**config.mk**
```make
export PLATFORM = sky130hd
export DESIGN_NAME = nco_sweep_ctrl
export DESIGN_NICKNAME = d
export VERILOG_FILES = /design/src/rtl/nco_sweep_ctrl.sv
export SDC_FILE = /design/constraint.sdc
export NUM_CORES = 1
export LEC_CHECK = 0
export CAP_MARGIN = 20
export CORE_MARGIN = 1.5
export CORE_UTILIZATION = 40
export DETAILED_ROUTE_END_ITERATION = 6
export DONT_BUFFER_PORTS = 1
export HOLD_SLACK_MARGIN = 0.1
export PLACE_DENSITY_LB_ADDON = 0.12
export SYNTH_ARGS = -nofsm -noshare
export SYNTH_HDL_FRONTEND = slang
export SYNTH_SLANG_ARGS = --single-unit
```
**constraint.sdc**
```tcl
create_clock -name clk -period 6.16 [get_ports clk]
set_clock_uncertainty 0.1 [all_clocks]
set_input_delay 0.924 -clock clk [delete_from_list [all_inputs] [get_ports clk]]
set_output_delay 0.924 -clock clk [all_outputs]
set_load 0.1 [all_outputs]
```
**src/rtl/nco_sweep_ctrl.sv**
```systemverilog
// nco_sweep_ctrl: steps an NCO through a frequency sweep for the IQ demodulator.
//
// For each frequency point the controller does four things:
//   1. Retunes the NCO phase increment.
//   2. Waits a programmable settle interval.
//   3. Passes exactly cfg_dwell valid NCO samples through as measurement samples,
//      each tagged with the index of the current point.
//   4. Steps the increment, or finishes the sweep.
//
// Ports
//   clk, reset_n        clock; synchronous active-low reset
//   cfg_valid/ready     configuration handshake into shadow registers
//   cfg_start_inc       first phase increment of the sweep
//   cfg_stop_inc        last allowed increment (unsigned, inclusive)
//   cfg_step_inc        increment added between points
//   cfg_dwell           measurement samples per point (0 behaves as 1)
//   cfg_settle          settle length; the SETTLE state lasts cfg_settle+1 cycles
//   start, abort, hold  sweep control inputs
//   nco_out_valid       sample strobe from the NCO
//   nco_phi_inc         registered phase increment to the NCO
//   nco_clken           NCO clock enable (low while hold is high)
//   busy                sweep in progress (state != IDLE)
//   meas_valid          current NCO sample belongs to the dwell window
//   meas_last           final sample of the dwell window
//   step_idx            registered index of the current frequency point
//   sweep_done          one-cycle pulse on normal completion
//   aborted             one-cycle pulse when an abort is taken
//   dbg_state           current FSM state, for observation only
//
// Handshake: a configuration word transfers on a rising clk edge where both
// cfg_valid and cfg_ready are high. cfg_ready depends only on the state, never
// on cfg_valid. cfg_valid may be raised or dropped at any time.
module nco_sweep_ctrl #(
    parameter int PHI_W    = 32,
    parameter int DWELL_W  = 16,
    parameter int SETTLE_W = 8,
    parameter int IDX_W    = 16
) (
    input  logic                clk,
    input  logic                reset_n,
    input  logic                cfg_valid,
    output logic                cfg_ready,
    input  logic [PHI_W-1:0]    cfg_start_inc,
    input  logic [PHI_W-1:0]    cfg_stop_inc,
    input  logic [PHI_W-1:0]    cfg_step_inc,
    input  logic [DWELL_W-1:0]  cfg_dwell,
    input  logic [SETTLE_W-1:0] cfg_settle,
    input  logic                start,
    input  logic                abort,
    input  logic                hold,
    input  logic                nco_out_valid,
    output logic [PHI_W-1:0]    nco_phi_inc,
    output logic                nco_clken,
    output logic                busy,
    output logic                meas_valid,
    output logic                meas_last,
    output logic [IDX_W-1:0]    step_idx,
    output logic                sweep_done,
    output logic                aborted,
    output logic [2:0]          dbg_state
);

    typedef enum logic [2:0] {
        S_IDLE   = 3'd0,
        S_SETTLE = 3'd1,
        S_DWELL  = 3'd2,
        S_STEP   = 3'd3,
        S_DONE   = 3'd4
    } state_t;

    state_t state_q, state_d;

    // Shadow configuration used by the running sweep.
    logic [PHI_W-1:0]    start_inc_q, stop_inc_q, step_inc_q;
    logic [DWELL_W-1:0]  dwell_q;
    logic [SETTLE_W-1:0] settle_q;

    logic [PHI_W-1:0]    phi_q, phi_d;
    logic [IDX_W-1:0]    idx_q, idx_d;
    logic [SETTLE_W-1:0] settle_cnt_q, settle_cnt_d;
    logic [DWELL_W-1:0]  dwell_cnt_q, dwell_cnt_d;
    logic                sweep_done_q, sweep_done_d;
    logic                aborted_q, aborted_d;

    logic                cfg_fire;
    logic [DWELL_W-1:0]  dwell_eff;
    logic [PHI_W:0]      next_inc;
    logic                sweep_end;

    assign cfg_ready  = (state_q == S_IDLE);
    assign cfg_fire   = cfg_valid & cfg_ready;
    assign busy       = (state_q != S_IDLE);
    assign nco_clken  = ~hold;
    assign dwell_eff  = (dwell_q == '0) ? DWELL_W'(1) : dwell_q;
    assign meas_valid = (state_q == S_DWELL) & nco_out_valid & ~hold;
    assign meas_last  = meas_valid & (dwell_cnt_q == dwell_eff - DWELL_W'(1));

    // One extra bit so that wrap-around past all-ones ends the sweep instead
    // of restarting from a small increment.
    assign next_inc  = {1'b0, phi_q} + {1'b0, step_inc_q};
    assign sweep_end = (step_inc_q == '0) | next_inc[PHI_W] |
                       (next_inc[PHI_W-1:0] > stop_inc_q);

    assign nco_phi_inc = phi_q;
    assign step_idx    = idx_q;
    assign sweep_done  = sweep_done_q;
    assign aborted     = aborted_q;
    assign dbg_state   = state_q;

    always_ff @(posedge clk) begin
        if (!reset_n) begin
            state_q <= S_IDLE;
        end else begin
            state_q <= state_d;
        end
    end

    always_comb begin
        state_d      = state_q;
        phi_d        = phi_q;
        idx_d        = idx_q;
        settle_cnt_d = settle_cnt_q;
        dwell_cnt_d  = dwell_cnt_q;
        sweep_done_d = 1'b0;
        aborted_d    = 1'b0;

        if (abort && (state_q != S_IDLE)) begin
            // Abort wins over hold and over a same-cycle meas_last.
            state_d   = S_IDLE;
            aborted_d = 1'b1;
        end else if ((state_q == S_IDLE) || !hold) begin
            case (state_q)
                S_IDLE: begin
                    if (start) begin
                        // A config word accepted in this same cycle applies to
                        // this sweep, so bypass the shadow registers.
                        phi_d        = cfg_fire ? cfg_start_inc : start_inc_q;
                        settle_cnt_d = cfg_fire ? cfg_settle : settle_q;
                        idx_d        = '0;
                        dwell_cnt_d  = '0;
                        state_d      = S_SETTLE;
                    end
                end
                S_SETTLE: begin
                    if (settle_cnt_q == '0) begin
                        state_d = S_DWELL;
                    end else begin
                        settle_cnt_d = settle_cnt_q - SETTLE_W'(1);
                    end
                end
                S_DWELL: begin
                    if (meas_valid) begin
                        dwell_cnt_d = dwell_cnt_q + DWELL_W'(1);
                        if (meas_last) begin
                            state_d = S_STEP;
                        end
                    end
                end
                S_STEP: begin
                    if (sweep_end) begin
                        state_d      = S_DONE;
                        sweep_done_d = 1'b1;
                    end else begin
                        phi_d        = next_inc[PHI_W-1:0];
                        idx_d        = (&idx_q) ? idx_q : idx_q + IDX_W'(1);
                        settle_cnt_d = settle_q;
                        dwell_cnt_d  = '0;
                        state_d      = S_SETTLE;
                    end
                end
                S_DONE: begin
                    state_d = S_IDLE;
                end
                default: begin
                    state_d = S_IDLE;
                end
            endcase
        end
    end

    always_ff @(posedge clk) begin
        if (!reset_n) begin
            phi_q        <= '0;
            idx_q        <= '0;
            settle_cnt_q <= '0;
            dwell_cnt_q  <= '0;
            sweep_done_q <= 1'b0;
            aborted_q    <= 1'b0;
        end else begin
            phi_q        <= phi_d;
            idx_q        <= idx_d;
            settle_cnt_q <= settle_cnt_d;
            dwell_cnt_q  <= dwell_cnt_d;
            sweep_done_q <= sweep_done_d;
            aborted_q    <= aborted_d;
        end
    end

    always_ff @(posedge clk) begin
        if (!reset_n) begin
            start_inc_q <= '0;
            stop_inc_q  <= '0;
            step_inc_q  <= '0;
            dwell_q     <= '0;
            settle_q    <= '0;
        end else if (cfg_fire) begin
            start_inc_q <= cfg_start_inc;
            stop_inc_q  <= cfg_stop_inc;
            step_inc_q  <= cfg_step_inc;
            dwell_q     <= cfg_dwell;
            settle_q    <= cfg_settle;
        end
    end

endmodule

```
==> flow_summary.yaml <==
floorplanning:
  initial_core_util_pct: 40.57
  die_y_um: 167.9
  die_area_sq_um: 28180
  coreArea_sq_um: 26800
  die_x_um: 167.9
  num_rows: 60
  ioPinCount: 185
timing:
  final_max_slew_viol_count: 0
  rsz0062_at_grt: "no"
  post-route-period-util_pct: 92.88
  fmax_mhz: 174.8
  setup_violations: 0
  tightest_slew_ps: 1099
  relSlewSlack_pct: 26.63
  fin_crit_ps: 5721
  finalHoldViolations: 0
  timing.setup.tns_ps: 0
  layout_setup_ws_ps: 438.6
route:
  drt_iter0_drc: 653
  wl_mm: 32.13
  drtPass1Iterations: 5
  ant_nets: 0
  vias: 9817
  drc: 0
  post_drt_wl_per_cell_um: 18.32
  drt-vias-per-instance: 5.597
synthesis:
  synth_edf_count: 0
  async_reset_ff_share_pct: 0
  yosysSeqAreaShare_pct: 36.27
  syn_inst: 1398
  ys_types: 67
  ys.flop_type: "dfxtp_1"
  yosysWarnings: 0
  synth-seq-cells: 197
  avgSynthCellArea_sq_um: 7.777
  syn_area_sq_um: 10870
  synth.net_count: 1595
critical_path:
  cpPeakStageDelay_ps: 470
  endpoint_kind: "flop"
  crit_fanout: 14
  crit_type: "reg -> reg"
  cp_top_family: "compound AO/OA/AOI/OAI gates"
  r2r_cells: 25
  cp_data_arrival_time_ps: 5990
  crit_buf_inv: 4
  start_kind: "flop"
  cp_num_cells: 25
  required_ps: 6430
  slowest_stage: "or4_1"
clocking:
  h-tree-depth: 4
  clock-sinks: 197
  cts_buffers: 17
  cts_tree: "done"
  cts_hold_buf: 0
  clock_latency_ps: 440
  ctsRootBufferMaster: "clkbuf_16"
  cts_max_path_buffers: 2
  clk_pin_slew_worst_paths_ps: 70
place:
  portBuffers: 0
  gp_congestion: 0.9152
  dpl.hpwl_mm: 23.71
  post-place-ws_ps: 202.2
power:
  leakagePower_nw: 4.989
  peakVddDrop_uv: 174.7
  pwr_density_cell_nw_per_um2: 343.3
  power_mw: 4.148
final_layout:
  mostFrequentLayoutCell: "nand2_1"
  nets: 1599
  layout_common_cells: "nand2_1, dfxtp_1, a21oi_1"
  diodes: 0
  layout-drive-gt1-share_pct: 8.422
  area_growth_pct: 11.13
global_routing:
  grt_antenna_before_repair: 0
  gr-total-overflow: 0
  grt_pass1_vias: 9295
  grt_pass1_wl_mm: 50.77
  grt_max_degree: 96
  grt_use_total_pct: 22.62
worst_hold_path:
  min_path_cells: 2
  min_path_type: "reg -> reg"
job:
  maxCapViolCount: 0
outcome:
  outcome: "finished, final reports clean"
-- power by group --
part / internal, mW / switching [mW] / leakage [nW]
sequential: 1.40 / 0.116 / 1.61
combinational: 0.517 / 1.04 / 3.13
clock: 0.532 / 0.538 / 0.251
total: 2.45 / 1.70 / 4.99
-- logic make-up after synthesis --
group                    synth area share, %
AO/OA/AOI/OAI                          21.65
adder cells (fa/ha/maj)                8.124
multiplexers                           3.130
flip-flops                             36.27
AND/OR/NAND/NOR                        21.52
buffers and inverters                  4.799
XOR/XNOR                               4.511
-- cells in the mapped netlist (3+ instances only) --
cell,n,area (sq um)
a211oi_1,3,22.52
a21o_1,27,202.7
a21oi_1,190,950.9
a31oi_1,11,68.82
a41oi_1,3,26.28
and2_1,7,43.79
and3_1,13,81.33
buf_2,4,20.02
clkbuf_1,63,236.5
dfxtp_1,197,3944
ha_1,69,863.3
inv_1,58,217.7
mux2i_1,34,340.3
nand2_1,290,1089
nand2b_1,5,31.28
nand3_1,29,145.1
nand4_1,18,112.6
nor2_1,78,292.8
nor2b_1,5,31.28
nor3_1,20,100.1
nor4_1,14,87.58
o211ai_1,37,277.8
o21a_1,6,45.04
o21ai_0,51,255.2
o21ai_1,3,15.01
o21bai_1,5,37.54
o221a_2,4,45.04
o221ai_1,3,26.28
o22ai_1,5,31.28
o2bb2ai_1,4,35.03
o31ai_1,10,75.07
or2_2,6,37.54
or3_1,19,118.9
or4_1,13,97.59
xnor2_1,37,324.1
xor2_1,19,166.4
-- routing by layer --
layer	GRT usage [%]	share of wire (%)	vias to the layer above
met5	0	0	-
met4	6.228	2.2	0
met3	5.101	5.8	39
met2	35.96	45	269
met1	30.79	47	4578
li1	-	-	4931
-- what timing repair did --
item	CTS	global route
setup buffers	0	1
resized for setup	0	8
endpoints found under the setup margin	0	66
-- state kept, by name, summed over array words and instances, names as in the netlist --
name	cells
aborted	1
dbg_state	3
step_inc_q	32
dwell_cnt_q	16
settle_cnt_q	8
step_idx	16
dwell_q	16
nco_phi_inc	32
start_inc_q	32
stop_inc_q	32
settle_q	8
sweep_done	1
-- area by class of cell --
type,instances,area [sq um]
fill,2715,14720
timing repair buffer,57,460.4
inverter,58,220.2
sequential,197,3944
clock buffer,18,439.2
clock inverter,12,100.1
multi-input combinational,1071,6492
tap,341,426.7
-- final timing paths --
path	start	end	slack, ps
setup / recovery	step_inc_q[0]	dwell_cnt_q[11]	440
hold / removal	stop_inc_q[23]	stop_inc_q[23]	360
setup reg to reg	step_inc_q[0]	dwell_cnt_q[11]	440
hold reg to reg	stop_inc_q[23]	stop_inc_q[23]	360
-- metrics by stage --
stage	area (sq um)	hold WS [ps]	instances	util [%]
floorplan	10880	333.2	1398	-
global placement	11460	340.9	1722	42.78
detailed placement	11460	346.3	1722	42.78
CTS	12000	357.5	1752	44.79
global route	12080	381.5	1754	45.08
finish	12080	355.7	1754	45.08
-- worst register-to-register path, cell delays in order, from the launching register on --
cell and delay [ps]:
dfxtp_1 380, ha_1 220, inv_1 60, fa_1 400, nor2b_1 130, o21ai_1 80, a21boi_1 200, buf_4 150
o211ai_1 100, nand3_1 120, a41oi_1 130, or2_2 340, xnor2_1 240, ha_1 300, a21o_1 190, a21o_1 180
a221oi_2 280, o21ai_0 150, a211oi_2 280, o221ai_2 160, a211oi_2 330, buf_12 180, o2111ai_1 110, buf_4 210
or4_1 470, a21oi_1 140
No activity file was read; power rests on OpenSTA's default activity.
